--- config.mk ---
export PLATFORM = sky130hd
export DESIGN_NAME = instr_fetch
export DESIGN_NICKNAME = d
export VERILOG_FILES = /design/src/rtl/instr_fetch.sv
export SDC_FILE = /design/constraint.sdc
export NUM_CORES = 1
export LEC_CHECK = 0
export CAP_MARGIN = 20
export CORE_UTILIZATION = 40
export CTS_BUF_LIST = sky130_fd_sc_hd__clkbuf_16
export DETAILED_ROUTE_END_ITERATION = 8
export PLACE_DENSITY = 0.77
export SYNTH_ARGS = -nofsm -noshare
export SYNTH_HDL_FRONTEND = slang
export SYNTH_SLANG_ARGS = --single-unit
--- constraint.sdc ---
create_clock -name clk -period 1.8 [get_ports clk]
set_clock_uncertainty 0.1 [all_clocks]
set_input_delay 0.54 -clock clk [delete_from_list [all_inputs] [get_ports clk]]
set_output_delay 0.54 -clock clk [all_outputs]
set_load 0.01 [all_outputs]
--- src/rtl/instr_fetch.sv ---
// Fetch stage: holds the PC, drives the instruction-memory address and registers each
// returned word with its PC. Supports decode stall, redirect with one bubble, and halt.
module instr_fetch #(
  parameter int unsigned   n         = 32,
  parameter int unsigned   r         = 7,
  parameter logic [n-1:0]  HALT_WORD = {n{1'b1}}
) (
  input  logic          clk,
  input  logic          rst_n,
  output logic [r-1:0]  readAddr,
  input  logic [n-1:0]  instr,
  input  logic          stall,
  input  logic          redirect,
  input  logic [r-1:0]  target,
  output logic          outValid,
  output logic [n-1:0]  outInstr,
  output logic [r-1:0]  outPC,
  output logic          halted,
  output logic [15:0]   fetchCount
);

  typedef enum logic {StFetch, StHalt} state_e;

  state_e       state;
  logic [r-1:0] pc;

  assign readAddr = pc;

  always_ff @(posedge clk) begin
    if (!rst_n) begin
      pc         <= '0;
      state      <= StFetch;
      outValid   <= 1'b0;
      outInstr   <= '0;
      outPC      <= '0;
      halted     <= 1'b0;
      fetchCount <= '0;
    end else if (redirect) begin
      // The word currently on instr is discarded; outPC keeps its last value.
      pc       <= target;
      state    <= StFetch;
      outValid <= 1'b0;
      outInstr <= '0;
      halted   <= 1'b0;
    end else if (!stall) begin
      unique case (state)
        StFetch: begin
          outInstr <= instr;
          outPC    <= pc;
          outValid <= 1'b1;
          if (fetchCount != 16'hFFFF) begin
            fetchCount <= fetchCount + 16'd1;
          end
          if (instr == HALT_WORD) begin
            // PC parks on the halt address until a redirect or reset.
            state  <= StHalt;
            halted <= 1'b1;
          end else begin
            pc <= pc + 1'b1;
          end
        end
        StHalt: begin
          outValid <= 1'b0;
        end
        default: begin
          state <= StFetch;
        end
      endcase
    end
  end

endmodule

==> impl_metrics.ini <==
[run_status]
status = completed

[sta]
layout_setup_ws_ns = 0.06456
worst_slew_margin_rel = 0.7654
final_max_slew_viol_count = 0
hold_violations = 0
setup_viol = 0
tightest_slew_ns = 0.3519
max_freq_ghz = 0.5762
min_period_ns = 1.735
whs_ns = 0.3466
fin_tns_setup_ns = 0
post-route-period-util = 0.9641

[placement]
dp_cells = 538
io_buffers = 106
dpl_worst_slack_ns = -0.5427
placed_area_um2 = 4159
routabilityCongestion = 0.7855
hpwl_um = 5253

[final_layout]
layout-drive-gt1-share = 0.1616
fin_area_um2 = 4334
layout_commonest_cell = nand2_1
fin_nets = 501
antenna_cells = 0
most-common-layout-cells = nand2_1, dlygate4sd2_1, dfxtp_1, a21oi_1, buf_4
area_delta_synth_final_pct = 54.16
layoutNonFillerInstCount = 554

[die]
die_h_um = 85.84
die_area_um2 = 7368
coreArea_um2 = 6794
initial_core_util = 0.4138
fp.dieW_um = 85.84
fp-row-count = 30
io_pins = 107

[global_route]
grt-busiest-layer = met2
use_met2 = 0.3476
gr-usage-all-layers = 0.2119
grt_pass1_vias = 2684
grt_pass1_wl_um = 12390
grt_util_met1 = 0.2518
met3_usage = 0.07603
antenna_found_initial = 0
overflow = 0
grt_max_degree = 37

[cts]
ctsHoldBuffers = 0
cts_tree = yes
cts_sinks = 65
cts_buffers = 9
clock_insertion_delay_worst_skew_ns = 0.32
cts_root_buf = clkbuf_16
cts.path.max_buffers = 2
clk_pin_slew_ns = 0.05
htreeDepth = 3

[worst_setup_path]
crit_path_start_kind = primary input
reg2regPathDepth = 6
crit_chain = dlygate4sd2_1 > nand4_2 > nor4_4 > buf_4 > nand2_2 > a32o_1 > o21a_1
cpMaxStageDelayCell = nor4_4
cp_max_fo = 5
cp-end-kind = flip-flop
critPathArrivalTime_ns = 1.84
slowest_delay_ns = 0.27
critical_path_class = primary input to flip-flop
worstPathRequired_ns = 1.91

[pwr]
p_leak_nw = 2.041
ir_drop_v = 0.0004806
power.density_nw_per_um2 = 766.4

[route]
vias = 2763
drc = 0
dr.pass1.iters = 4
first_iter_violations = 106
wirelength_um = 7487
ant_nets = 0
wl_per_cell_um = 13.51
vias_per_cell = 4.987

[synth]
synth_cells = 322
syn_nets = 367
synth_seq_area_share = 0.4628
syn-cell-area_um2 = 2811
synth.avg_cell_area_um2 = 8.731
synth_edf_count = 0
post_synth_num_cell_types = 41
ys.flop_type = dfxtp_1
ys_async_sr_fraction = 0
ys_ff_latch = 65
ys_warn_count = 0

[worst_hold_path]
worst_hold_path_type = flip-flop to flip-flop
hold_depth = 2

[job]
cap_violations = 0
==> cells by family (layout without fill, tap and decap cells) <==
group	after synthesis	after routing	share of synthesized area
and+or+nand+nor	152	152	0.2986
AOI/OAI and AO/OA	65	65	0.1380
DFF	65	65	0.4628
buffers and inverters	18	154	0.02804
xor gates and xnor gates	17	17	0.05296
muxes	3	3	0.01068
adders and majority gates	2	2	0.008899
==> cell usage after synthesis (7+ instances only) <==
master     n  share of area
and2_1    13          0.029
nand3_1   11          0.020
a21boi_1   7          0.019
dfxtp_1   65           0.46
a21oi_1   37          0.066
xnor2_1   11          0.034
nand4_2    8          0.036
clkbuf_1   7         0.0093
nand2_1   87           0.12
==> metrics by stage <==
step           total power [mW]  utilization
6_report                  3.322       0.6379
5_1_grt                   3.443       0.6379
3_3_place_gp              1.952       0.6122
4_1_cts                   3.348       0.6344
2_1_floorplan             1.694            -
3_5_place_dp              1.959       0.6122
==> layer usage <==
layer / routed length [um] / part of all wire / vias up
met5: 0 / 0 / -
met4: 109 / 0.015 / 0
li1: - / - / 1373
met3: 586 / 0.078 / 13
met2: 3520 / 0.47 / 96
met1: 3270 / 0.44 / 1281
==> sequential cells by signal (all words and copies together), names as in the netlist <==
signal / count
outPC: 7
halted: 1
outValid: 1
state: 1
fetchCount: 16
outInstr: 32
readAddr: 7
==> repair_timing <==
item                                    4_1_cts  5_1_grt
hold endpoints to repair                      0        0
setup buffers                                 1        2
gates resized for setup                     107       17
endpoints found under the setup margin      114        6
pin swaps                                    10        6
==> path summary, 6_finish.rpt <==
kind	start	end	slack (ns)
worst max-delay path	instr[15]	readAddr[4]$_SDFFE_PN0P_	0.06
worst min-delay path	outPC[0]$_SDFFE_PN0P_	outPC[0]$_SDFFE_PN0P_	0.35
worst max register to register	fetchCount[12]$_SDFFE_PN0P_	fetchCount[5]$_SDFFE_PN0P_	0.12
worst min register to register	outPC[0]$_SDFFE_PN0P_	outPC[0]$_SDFFE_PN0P_	0.35
==> cell type report <==
class,count,area [um^2]
Clock buffer,9,225.2
Clock inverter,4,16.27
Fill cell,608,2460
Inverter,2,7.507
Multi-Input combinational cell,239,1451
Sequential cell,65,1309
Tap cell,96,120.1
Timing Repair Buffer,139,1205
==> power by group <==
part / leakage [nW] / switching (mW) / total, mW / internal [mW]
Sequential: 0.532 / 0.0269 / 1.51 / 1.49
Clock: 0.127 / 0.555 / 1.44 / 0.888
Combinational: 1.38 / 0.186 / 0.367 / 0.180
==> worst max-delay path, delay by kind of cell <==
kind | cells | cell delay [ns]
AND/OR/NAND/NOR | 3 | 0.46
buffers and inverters | 2 | 0.41
AO/OA/AOI/OAI | 2 | 0.42
No activity file was read; power rests on OpenSTA's default activity.
